File: src/rtl/range_scan.sv
// range_scan
//
// Sequencer and reduction stage wrapped around the Collatz range block.
// One accepted request launches a range run from `base`. The block then
// waits for the range RAM to fill and reads every count back through the
// range block's shared start/address port. It reports the largest count
// and the starting number that produced it.
//
// Ports:
//   clk, reset            clock, asynchronous active-high reset
//   req, base             start request (accepted in IDLE or DONE) and first
//                         starting number of the run
//   busy                  high from the accepted req until result_valid or
//                         timeout
//   result_valid          high in DONE until the next accepted req
//   timeout               range fill watchdog fired; sticky until next req
//   max_count, max_n      largest count read back and the number behind it
//   r_go, r_start         to the range block (go pulse; start value, then
//                         the read address)
//   r_done, r_count       from the range block (r_count has 1-cycle latency)
//   dbg_state             current sequencer state, for observation only
//
// Handshake: a req is taken only on a cycle where busy=0 (IDLE or DONE). A
// req while busy is dropped, not queued. Every taken req produces exactly one
// r_go pulse. It ends with either result_valid=1 and valid max outputs, or
// timeout=1 and max outputs left at zero.
module range_scan #(
    parameter int RAM_WORDS     = 16,
    parameter int RAM_ADDR_BITS = 4,
    parameter int TIMEOUT_BITS  = 24
) (
    input  logic        clk,
    input  logic        reset,
    input  logic        req,
    input  logic [31:0] base,
    output logic        busy,
    output logic        result_valid,
    output logic        timeout,
    output logic [15:0] max_count,
    output logic [31:0] max_n,
    output logic        r_go,
    output logic [31:0] r_start,
    input  logic        r_done,
    input  logic [15:0] r_count,
    output logic [2:0]  dbg_state
);

    typedef enum logic [2:0] {
        S_IDLE   = 3'd0,
        S_LAUNCH = 3'd1,
        S_GUARD  = 3'd2,
        S_WAIT   = 3'd3,
        S_READ   = 3'd4,
        S_DONE   = 3'd5
    } state_t;

    localparam logic [TIMEOUT_BITS-1:0]  WD_ONE = TIMEOUT_BITS'(1);
    localparam logic [RAM_ADDR_BITS:0]   K_ONE  = (RAM_ADDR_BITS + 1)'(1);
    localparam logic [RAM_ADDR_BITS:0]   K_LAST = (RAM_ADDR_BITS + 1)'(RAM_WORDS);

    state_t                  state, state_nxt;
    logic [31:0]             base_q;
    logic [TIMEOUT_BITS-1:0] wdog;
    // Read cycle index: 0..RAM_WORDS-1 issue addresses, 1..RAM_WORDS capture.
    logic [RAM_ADDR_BITS:0]  rd_k;
    logic                    accept;
    logic                    wdog_fire;

    assign accept    = req && ((state == S_IDLE) || (state == S_DONE));
    // Fire on the cycle whose increment reaches all-ones, so the timeout
    // becomes visible exactly 2**TIMEOUT_BITS-1 cycles after WAIT is entered.
    assign wdog_fire = ((wdog + WD_ONE) == '1);
    assign dbg_state = state;

    always_ff @(posedge clk or posedge reset) begin
        if (reset) begin
            state <= S_IDLE;
        end else begin
            state <= state_nxt;
        end
    end

    always_comb begin
        state_nxt    = state;
        busy         = 1'b0;
        result_valid = 1'b0;
        r_go         = 1'b0;
        r_start      = base_q;
        case (state)
            S_IDLE: begin
                if (req) state_nxt = S_LAUNCH;
            end
            S_LAUNCH: begin
                busy      = 1'b1;
                r_go      = 1'b1;
                state_nxt = S_GUARD;
            end
            S_GUARD: begin
                // r_done may still show the previous run here; do not look.
                busy      = 1'b1;
                state_nxt = S_WAIT;
            end
            S_WAIT: begin
                busy = 1'b1;
                if (r_done) begin
                    state_nxt = S_READ;
                end else if (wdog_fire) begin
                    state_nxt = S_IDLE;
                end
            end
            S_READ: begin
                // r_done is not consulted here: a drop mid-scan is ignored.
                busy    = 1'b1;
                r_start = {{(32 - RAM_ADDR_BITS){1'b0}}, rd_k[RAM_ADDR_BITS-1:0]};
                if (rd_k == K_LAST) state_nxt = S_DONE;
            end
            S_DONE: begin
                result_valid = 1'b1;
                if (req) state_nxt = S_LAUNCH;
            end
            default: begin
                state_nxt = S_IDLE;
            end
        endcase
    end

    always_ff @(posedge clk or posedge reset) begin
        if (reset) begin
            base_q    <= '0;
            wdog      <= '0;
            rd_k      <= '0;
            timeout   <= 1'b0;
            max_count <= '0;
            max_n     <= '0;
        end else begin
            if (accept) begin
                base_q    <= base;
                wdog      <= '0;
                timeout   <= 1'b0;
                max_count <= '0;
                max_n     <= '0;
            end
            if (state == S_WAIT) begin
                wdog <= wdog + WD_ONE;
                rd_k <= '0;
                if (!r_done && wdog_fire) timeout <= 1'b1;
            end
            if (state == S_READ) begin
                rd_k <= rd_k + K_ONE;
                // r_count now holds the word for address rd_k-1. The first
                // word always seeds the max; later words replace it only when
                // strictly larger, so ties keep the lowest index.
                if (rd_k != '0) begin
                    if ((rd_k == K_ONE) || (r_count > max_count)) begin
                        max_count <= r_count;
                        max_n     <= base_q + 32'(rd_k - K_ONE);
                    end
                end
            end
        end
    end

endmodule

File: config.mk
export PLATFORM = sky130hd
export DESIGN_NAME = range_scan
export DESIGN_NICKNAME = d
export VERILOG_FILES = /design/src/rtl/range_scan.sv
export SDC_FILE = /design/constraint.sdc
export NUM_CORES = 1
export LEC_CHECK = 0
export CAP_MARGIN = 25
export CORE_ASPECT_RATIO = 1.25
export CORE_MARGIN = 2
export CORE_UTILIZATION = 45
export DETAILED_ROUTE_END_ITERATION = 12
export GPL_ROUTABILITY_DRIVEN = 0
export PLACE_DENSITY = 0.7
export SKIP_CTS_REPAIR_TIMING = 1
export SLEW_MARGIN = 40
export SYNTH_ARGS = -nofsm -noshare
export SYNTH_HDL_FRONTEND = slang
export SYNTH_SLANG_ARGS = --single-unit
File: constraint.sdc
create_clock -name clk -period 4.7 [get_ports clk]
set_clock_uncertainty 0.05 [all_clocks]
set_input_delay 0.94 -clock clk [delete_from_list [all_inputs] [get_ports clk]]
set_output_delay 0.94 -clock clk [all_outputs]
set_load 0.005 [all_outputs]
After elaboration in Yosys (flattened, before gate mapping)
Index checks and enable logic that the tools add are counted.
{"block": "classes", "n_eq_ne": 11, "n_reduce_logical": 12, "muxes": 24, "magnitude_cmp": 1, "add_sub_neg": 4}
{"op": "32-bit 2-to-1 mux", "n": 5}
{"op": "16-bit 2-to-1 mux", "n": 4}
{"op": "24-bit 2-to-1 mux", "n": 2}
{"op": "32-bit adder", "n": 1}
{"op": "24-bit by 1-bit adder with 24-bit output (second input constant)", "n": 1}
{"op": "24-bit equality test (second input constant)", "n": 1}
{"op": "16-bit > comparator", "n": 1}
{"op": "3-bit case mux with 5 select lines", "n": 1}
{"op": "3-bit 2-to-1 mux", "n": 4}
{"op": "5-bit 2-to-1 mux", "n": 2}
{"op": "3-bit by 2-bit equality test with 1-bit output (second input constant)", "n": 2}
{"op": "3-bit equality test (second input constant)", "n": 2}
{"op": "1-bit 2-to-1 mux", "n": 6}
{"op": "5-bit by 1-bit subtractor with 6-bit output (second input constant)", "n": 1}
{"op": "5-bit by 1-bit adder with 5-bit output (second input constant)", "n": 1}
{"op": "5-bit by 1-bit equality test with 1-bit output (second input constant)", "n": 1}
{"op": "5-bit equality test (second input constant)", "n": 1}
{"op": "5-bit nonzero test", "n": 1}
{"op": "2-bit nonzero test", "n": 2}
{"op": "4-bit OR reduction", "n": 1}
{"op": "3-bit by 1-bit equality test with 1-bit output (second input constant)", "n": 1}
{"op": "3-bit logical NOT", "n": 1}
{"op": "3-bit != test (second input constant)", "n": 1}
{"op": "3-bit AND reduction", "n": 1}
{"op": "other kinds (6)", "n": 8}
{"block": "word_totals", "wordCells": 59, "regBits": 113, "inputBits": 52, "out_inout_bits": 87}

Depth between registers and ports, before layout
Gate-level depths: netlist of the first run.
{"block": "logic_depth", "word_depth": 7, "ltp_mapped": 14, "ltp_nobuf": 13}

Worst setup path before layout of the first run
Ideal clock, no wire load.
{"block": "synth_timing", "path_kind": "register -> register", "startpoint": "register rd_k[2]", "endpoint": "register max_n[24]", "t_arrival_ns": 3.252, "setup_time_ns": 0.134, "path_buffers": 1, "required_time_ns": 4.516, "synth_period_minus_slack_ns": 3.436, "stages_incl_launch_ff": 14, "path_slack_ns": 1.264, "path_cell_list": "dfrtp_1 buf_2 nor3_1 nand3_1 inv_1 ha_1 and3_1 a41oi_1 a21oi_1 o31ai_4 o21ai_1 a211oi_1 xor2_1 o21ai_0"}
{"block": "synth_between", "elab_chain_cells": 5, "elab_cells_between_ends": 8, "classes_between": "add/sub: 2; eq/ne: 1; mux: 3; reduce/logical: 2"}
{"element": "start, declared", "line": "65", "source": "logic [RAM_ADDR_BITS:0] rd_k;"}
{"element": "start signal, assigned", "line": "149", "source": "rd_k <= rd_k + K_ONE;"}
{"element": "5-bit by 1-bit subtractor with 6-bit output / 5-bit by 1-bit equality test with 1-bit output (equally long branches)", "line": "156, 154"}
{"element": "32-bit adder / 1-bit logical OR (equally long branches)", "line": "156, 154"}
{"element": "32-bit 2-to-1 mux", "line": "154", "source": "if ((rd_k == K_ONE) || (r_count > max_count)) begin"}
{"element": "32-bit 2-to-1 mux (*)", "line": "153", "source": "if (rd_k != '0) begin"}
{"element": "32-bit 2-to-1 mux (*)", "line": "148", "source": "if (state == S_READ) begin"}
{"element": "end signal, assigned", "line": "156", "source": "max_n <= base_q + 32'(rd_k - K_ONE);"}
{"element": "end, declared", "line": "40", "source": "output logic [31:0] max_n,"}
Mark *: on every way between the ends. The rest lies on a longest branch, timed or not.
A chain may end at the register's enable or synchronous reset.

Final worst setup path of the first run
{"block": "layout_timing", "startpoint": "register rd_k[2]", "endpoint": "register max_n[25]"}
Same word-level chain as after synthesis.

==> results of run 1 <==
-- layer usage --
| metal | global-route usage | up-vias | wire (µm) |
|---|---|---|---|
| met5 | 0 | - | 0 |
| met4 | 0.06529 | 0 | 296 |
| met3 | 0.05867 | 20 | 1046 |
| met2 | 0.4031 | 179 | 10230 |
| met1 | 0.2704 | 3195 | 8163 |
| li1 | - | 3289 | - |
-- cell families after synthesis --
group           count (synthesis)
xor+xnor                       37
compound gates                239
flops                         113
mux                            32
simple gates                  273
buf+inv                        97
fa+ha+maj                      53
-- sequential cells by signal, summed over array words and instances (netlist names) --
| signal | flops |
|---|---|
| base_q | 32 |
| max_count | 16 |
| max_n | 32 |
| dbg_state | 3 |
| timeout | 1 |
| rd_k | 5 |
| wdog | 24 |
-- stage by stage --
step	setup slack, ns	util	instance area, µm²	total power (µW)	cells
floorplan	0.7226	-	7508	4462	844
global placement	0.9873	0.5574	9066	5838	1162
detailed placement	0.9846	0.5575	9069	5856	1162
CTS	0.9338	0.5922	9632	7121	1194
global route	0.6627	0.5922	9632	7687	1194
finish	0.9404	0.5922	9632	7123	1194
-- Yosys cell counts (18+ instances only) --
cell | number | area share
a21oi_1 | 42 | 0.028
xor2_1 | 21 | 0.024
nand3_1 | 76 | 0.051
and2_1 | 32 | 0.027
nor2_1 | 35 | 0.017
dfrtp_1 | 113 | 0.38
mux2_2 | 32 | 0.048
clkbuf_1 | 29 | 0.014
inv_1 | 51 | 0.025
a21o_1 | 18 | 0.018
o21ai_0 | 102 | 0.068
nand2_1 | 61 | 0.030
ha_1 | 52 | 0.087
-- worst max-delay path, delay by kind of cell, from the launching register on --
family | cells | cell delay (ns)
AND/OR/NAND/NOR | 6 | 1.20
flip-flops | 1 | 0.48
AO/OA/AOI/OAI | 4 | 1.23
buffers and inverters | 2 | 0.38
adder cells (fa/ha/maj) | 1 | 0.28
-- power breakdown --
group / switching (µW) / internal (µW) / total (µW) / leakage [µW]
clock network: 458 / 751 / 1210 / 0.000273
logic: 2370 / 2010 / 4380 / 0.00234
registers: 285 / 1250 / 1530 / 0.00150
total: 3110 / 4010 / 7120 / 0.00411
-- final cells by class --
class,count,area [µm²],area share
clock buffers,23,508.0,0.05274
clock inverters,9,55.05,0.005716
inverters,51,196.4,0.02039
multi-input cells,634,4305,0.4470
flip-flops and latches,113,2828,0.2936
well taps,216,270.3,0.02806
repair buffers,148,1469,0.1525
-- path summary, 6_finish.rpt --
kind,end,from,cells past startpoint
min in group asynchronous,max_count[5]$_DFF_PP0_,reset,2
min reg2reg,wdog[16]$_DFFE_PP0P_,wdog[16]$_DFFE_PP0P_,1
max in group asynchronous,base_q[9]$_DFFE_PP0P_,reset,3
max,max_n[25]$_DFF_PP0_,rd_k[2]$_DFFE_PP0P_,13
max reg2reg,max_n[25]$_DFF_PP0_,rd_k[2]$_DFFE_PP0P_,13
min,wdog[16]$_DFFE_PP0P_,wdog[16]$_DFFE_PP0P_,1
==> key figures, run 1 <==
Outcome
  • Outcome: complete, no violations

Die
  • Core area: 0.01627 mm²
  • Die height: 148.4 µm
  • Initial Util: 0.4616
  • Num ports: 139
  • Site Rows: 52
  • Overall die width: 119.5 µm
  • Die ar.: 0.01774 mm²

GRT
  • Total GRT Usage: 0.2269
  • Total grt overflow: 0
  • Initial antenna violation count: 0
  • Number of global-route vias before repair: 6,417
  • Largest net degree at the start of global routing: 67
  • First-pass GRT wire length: 32,230 µm

Timing
  • Final period util: 0.7999
  • Slew @ Worst Pin: 0.7712 ns
  • Unrepaired setup endpoints after global routing: no
  • Max Transition Viols Final: 0
  • Hold Fails Final Rpt: 0
  • Setup violators final: 0
  • Slew headroom: 0.4859
  • Final worst path period need: 3.760 ns
  • Setup Total Neg Slack: 0 ns
  • Max Clk Rate: 266.0 MHz
  • Hold Slack: 0.4325 ns

Min path
  • HP Class: flop to flop

Route
  • ANT nets after route: 0
  • Via count: 6,683
  • Total wire length: 19,730 µm
  • Vias/cell: 5.597
  • 1st-pass router iterations: 5
  • Final routed DRC violation total: 0
  • Initial DRC count: 282
  • Avg WL per Cell: 16.53 µm

Critical path
  • Critical Path AT: 4.00 ns
  • Largest stage delay, worst path: 0.52 ns
  • Worst path cell trace: nor3_1 -> nand3_1 -> inv_1 -> buf_4 -> ha_1 -> nand2_1 -> o211ai_1 -> nand4_1 -> nand3_1 -> a31oi_1 -> o31ai_1 -> nand3_1 -> o311ai_0
  • Max FO, Critical Path: 13
  • Critical path type: flop to flop
  • CP Launch Type: flop
  • R2r setup slk: 0.94 ns
  • Slowest CP cell: o31ai_1
  • Critical Path RT: 4.94 ns
  • Worst setup EP type: flop
  • Most used cell, CP: nand3_1

Synth
  • Post-synth EDFFs: 0
  • Post-synthesis cell count: 844
  • Ys flop type: dfrtp_1
  • Mapped cell area: 0.007508 mm²
  • Mapped Nets: 949
  • Compound-Gate Fraction of Synth Area: 0.1960
  • Warnings from Yosys: 0
  • Adder-cell share of the synthesized area: 0.08932
  • Largest family of logic cells by synthesized area: compound AO/OA/AOI/OAI gates
  • Asr flop ratio synth: 1.000
  • Sequential area share after synthesis: 0.3766
  • Synth Area in XOR/XNOR: 0.04416
  • Simple-gate area share of the yosys netlist: 0.1943
  • Synth unique cells: 72
  • Yosys reg bits: 113
  • Mux share of post-synthesis cell area: 0.04799
  • Syn avg cell area: 8.896 µm²

Run
  • Total of max-cap violations: 0

Clock tree
  • Clock-pin slew on the worst setup and hold paths: 0.05 ns
  • H-tree depth: 4
  • Clock buffer depth: 2
  • CTS Sinks: 113
  • CTS tree: done
  • Skew-Pair Late Insertion Delay: 0.42 ns
  • TritonCTS Buffers: 17
  • CTS root buf: clkbuf_16

Cells and area
  • Most common library cell in the layout ignoring fill and taps: clkdlybuf4s50_1
  • P&R area growth vs syn: 28.28%
  • # diodes: 0
  • Most frequent cells in the layout: 138 x clkdlybuf4s50_1, 113 x dfrtp_1, 102 x o21ai_0, 75 x nand3_1, 61 x nand2_1
  • Layout cells sized above 1: 0.09816
  • Nets: 1,070
  • Fillcell total: 1,461

Placement
  • IO Port Bufs: 138
  • Detailed placement HPWL: 14,330 µm

Pwr
  • Pwr Density: 739.5 mW/mm²
  • Peak supply drop: 0.4279 mV
  • Leak pwr: 0.004108 µW
No activity file was read; power rests on OpenSTA's default activity.
==> run 2, diff against run 1 <==
--- a/config.mk
+++ b/config.mk
@@ -11,7 +11,7 @@
 export CORE_UTILIZATION = 45
 export DETAILED_ROUTE_END_ITERATION = 12
 export GPL_ROUTABILITY_DRIVEN = 0
-export PLACE_DENSITY = 0.7
+export PLACE_DENSITY = 0.73
 export SKIP_CTS_REPAIR_TIMING = 1
 export SLEW_MARGIN = 40
 export SYNTH_ARGS = -nofsm -noshare
==> constraint.sdc (replaced) <==
create_clock -name clk -period 3.45 [get_ports clk]
set_clock_uncertainty 0.05 [all_clocks]
set_input_delay 0.69 -clock clk [delete_from_list [all_inputs] [get_ports clk]]
set_output_delay 0.69 -clock clk [all_outputs]
set_load 0.005 [all_outputs]
==> key figures, run 2 (synthesized netlist as in run 1, its figures left out) <==
Die
  • Core area: 0.01627 mm² (unchanged)
  • Num ports: 139 (unchanged)
  • Initial Util: 0.4616 (unchanged)
  • Die height: 148.4 µm (unchanged)
  • Site Rows: 52 (unchanged)
  • Overall die width: 119.5 µm (unchanged)
  • Die ar.: 0.01774 mm² (unchanged)

GRT
  • Largest net degree at the start of global routing: 87 (+30%)
  • First-pass GRT wire length: 32,330 µm (+0.32%)
  • Initial antenna violation count: 0 (unchanged)
  • Total grt overflow: 0 (unchanged)
  • Total GRT Usage: 0.2259 (-0.001079)
  • Number of global-route vias before repair: 6,617 (+3.1%)

Min path
  • Hold EP: max_n[22]$_DFF_PP0_
  • HP Class: flop to flop
  • Hold Crit Start: max_n[22]$_DFF_PP0_
  • Hold path cells: 2 (+1)

Timing
  • PnR worst setup slack: 0.2108 ns (-0.7297 ns)
  • Slew @ Worst Pin: 0.7559 ns (-0.01524 ns)
  • Hold Slack: 0.4540 ns (+0.02153 ns)
  • Slew headroom: 0.4950 (+0.009101)
  • Hold Fails Final Rpt: 0 (unchanged)
  • Max Transition Viols Final: 0 (unchanged)
  • Setup violators final: 0 (unchanged)
  • Unrepaired setup endpoints after global routing: no
  • Max Clk Rate: 308.7 MHz (+16%)
  • Final period util: 0.9389 (+0.1390)
  • Setup Total Neg Slack: 0 ns (unchanged)
  • Final worst path period need: 3.239 ns (-0.5203 ns)

Placement
  • IO Port Bufs: 138 (unchanged)
  • Place WS: 0.1875 ns (-0.7971 ns)
  • Post-DP Area: 0.009199 mm² (+1.4%)
  • Detailed placement HPWL: 14,240 µm (-0.64%)

Pwr
  • Leak pwr: 0.004173 µW (+1.6%)
  • Internal power: 5586 µW (+39%)
  • Peak supply drop: 0.6265 mV (+46%)
  • Sw Pwr: 4307 µW (+38%)
  • Switching Fraction: 0.4354 (-0.001421)
  • Clock power frac: 0.166 (-0.004)
  • Pwr Density: 1011 mW/mm² (+37%)
  • Combinational share of power: 0.625 (+0.010)
  • Seq pwr share: 0.210 (-0.005)

Critical path
  • R2r setup slk: 0.21 ns (-0.73 ns)
  • Worst setup EP type: flop
  • Max FO, Critical Path: 19 (+6)
  • Critical Path AT: 3.51 ns (-0.49 ns)
  • Critical Path RT: 3.73 ns (-1.21 ns)
  • CP Launch Type: flop
  • Worst R2R Path Depth: 14 (+1)
  • Reg2reg start: rd_k[2]$_DFFE_PP0P_
  • R2r endpoint: max_n[29]$_DFF_PP0_
  • Critical path type: flop to flop

Cells and area
  • Most common library cell in the layout ignoring fill and taps: clkdlybuf4s50_1
  • Fillcell total: 1,416 (-3.1%)
  • P&R area growth vs syn: 30.29%
  • Largest regs: base_q x32, max_n x32, wdog x24
  • # diodes: 0 (unchanged)
  • Most frequent cells in the layout: 138 x clkdlybuf4s50_1, 113 x dfrtp_1, 102 x o21ai_0, 75 x nand3_1, 61 x nand2_1
  • Finished layout cell area: 0.009783 mm² (+1.6%)
  • Nets: 1,083 (+1.2%)
  • Layout cells sized above 1: 0.1131 (+0.01497)

Clock tree
  • TritonCTS Buffers: 17 (unchanged)
  • Skew-Pair Late Insertion Delay: 0.42 ns (about the same)
  • H-tree depth: 4 (unchanged)
  • CTS Sinks: 113 (unchanged)
  • CTS root buf: clkbuf_16
  • CTS tree: done
  • Clock-pin slew on the worst setup and hold paths: 0.05 ns (about the same)
  • Clock buffer depth: 2 (unchanged)

Route
  • Total wire length: 19,670 µm (-0.30%)
  • 1st-pass router iterations: 5 (unchanged)
  • Avg WL per Cell: 16.31 µm (-1.3%)
  • Vias/cell: 5.594 (about the same)
  • Final routed DRC violation total: 0 (unchanged)
  • ANT nets after route: 0 (unchanged)
  • Via count: 6,746 (+0.94%)
  • Initial DRC count: 374 (+33%)

Outcome
  • Outcome: complete, no violations

Run
  • Total of max-cap violations: 0 (unchanged)
[run 2: power groups by stage]
stage | Sequential, µW | Combinational, µW | Clock [µW]
6_report | 2070 | 6180 | 1640
5_1_grt | 2140 | 6830 | 1720
4_1_cts | 2070 | 6060 | 1660
3_5_place_dp | 2090 | 5990 | 0
3_3_place_gp | 2080 | 5930 | 0
2_1_floorplan | 1940 | 4140 | 0
[run 2: worst max path at each step]
stage / start / end / slack, ns
after CTS: rd_k[2]$_DFFE_PP0P_ / max_n[24]$_DFF_PP0_ / 0.18
final: rd_k[2]$_DFFE_PP0P_ / max_n[29]$_DFF_PP0_ / 0.21
after floorplan: rd_k[2]$_DFFE_PP0P_ / max_n[24]$_DFF_PP0_ / 0.01
after detailed placement: r_count[3] / max_count[3]$_DFF_PP0_ / 0.19
after global routing: rd_k[2]$_DFFE_PP0P_ / max_n[29]$_DFF_PP0_ / 0.005
after global placement: r_count[15] / max_n[20]$_DFF_PP0_ / 0.19
[run 2: final cells by class]
cell class	count	area [µm²]	area share
Tap cell	216	270.3	0.02763
Clock inverter	13	116.4	0.01189
Multi-Input combinational cell	634	4327	0.4423
Clock buffer	18	439.2	0.04489
Inverter	51	195.2	0.01995
Sequential cell	113	2828	0.2890
Timing Repair Buffer	161	1608	0.1643
[run 2: per-stage QoR]
stage | instances | util | power (µW)
floorplan | 844 | - | 6079
global placement | 1174 | 0.5653 | 8009
detailed placement | 1174 | 0.5655 | 8076
CTS | 1205 | 0.5997 | 9793
global route | 1206 | 0.6015 | 10680
finish | 1206 | 0.6015 | 9892
[run 2: critical path, cell delays in order, from the launching register on]
cell     delay (ns)
dfrtp_1        0.38
nor3_1         0.26
nand3_1        0.16
inv_1          0.12
buf_12         0.17
buf_4          0.17
ha_1           0.25
a21o_1         0.20
a21o_1         0.18
a21oi_1        0.25
o21a_1         0.15
nor2_1         0.04
o41a_1         0.43
o21a_1         0.18
o31ai_1        0.18
[run 2: per-layer routing]
| layer | GRT usage | wire (µm) | vias to the layer above |
|---|---|---|---|
| li1 | - | - | 3305 |
| met1 | 0.2667 | 8081 | 3227 |
| met2 | 0.3971 | 10110 | 182 |
| met3 | 0.06288 | 1135 | 32 |
| met4 | 0.07235 | 348 | 0 |
| met5 | 0 | 0 | - |
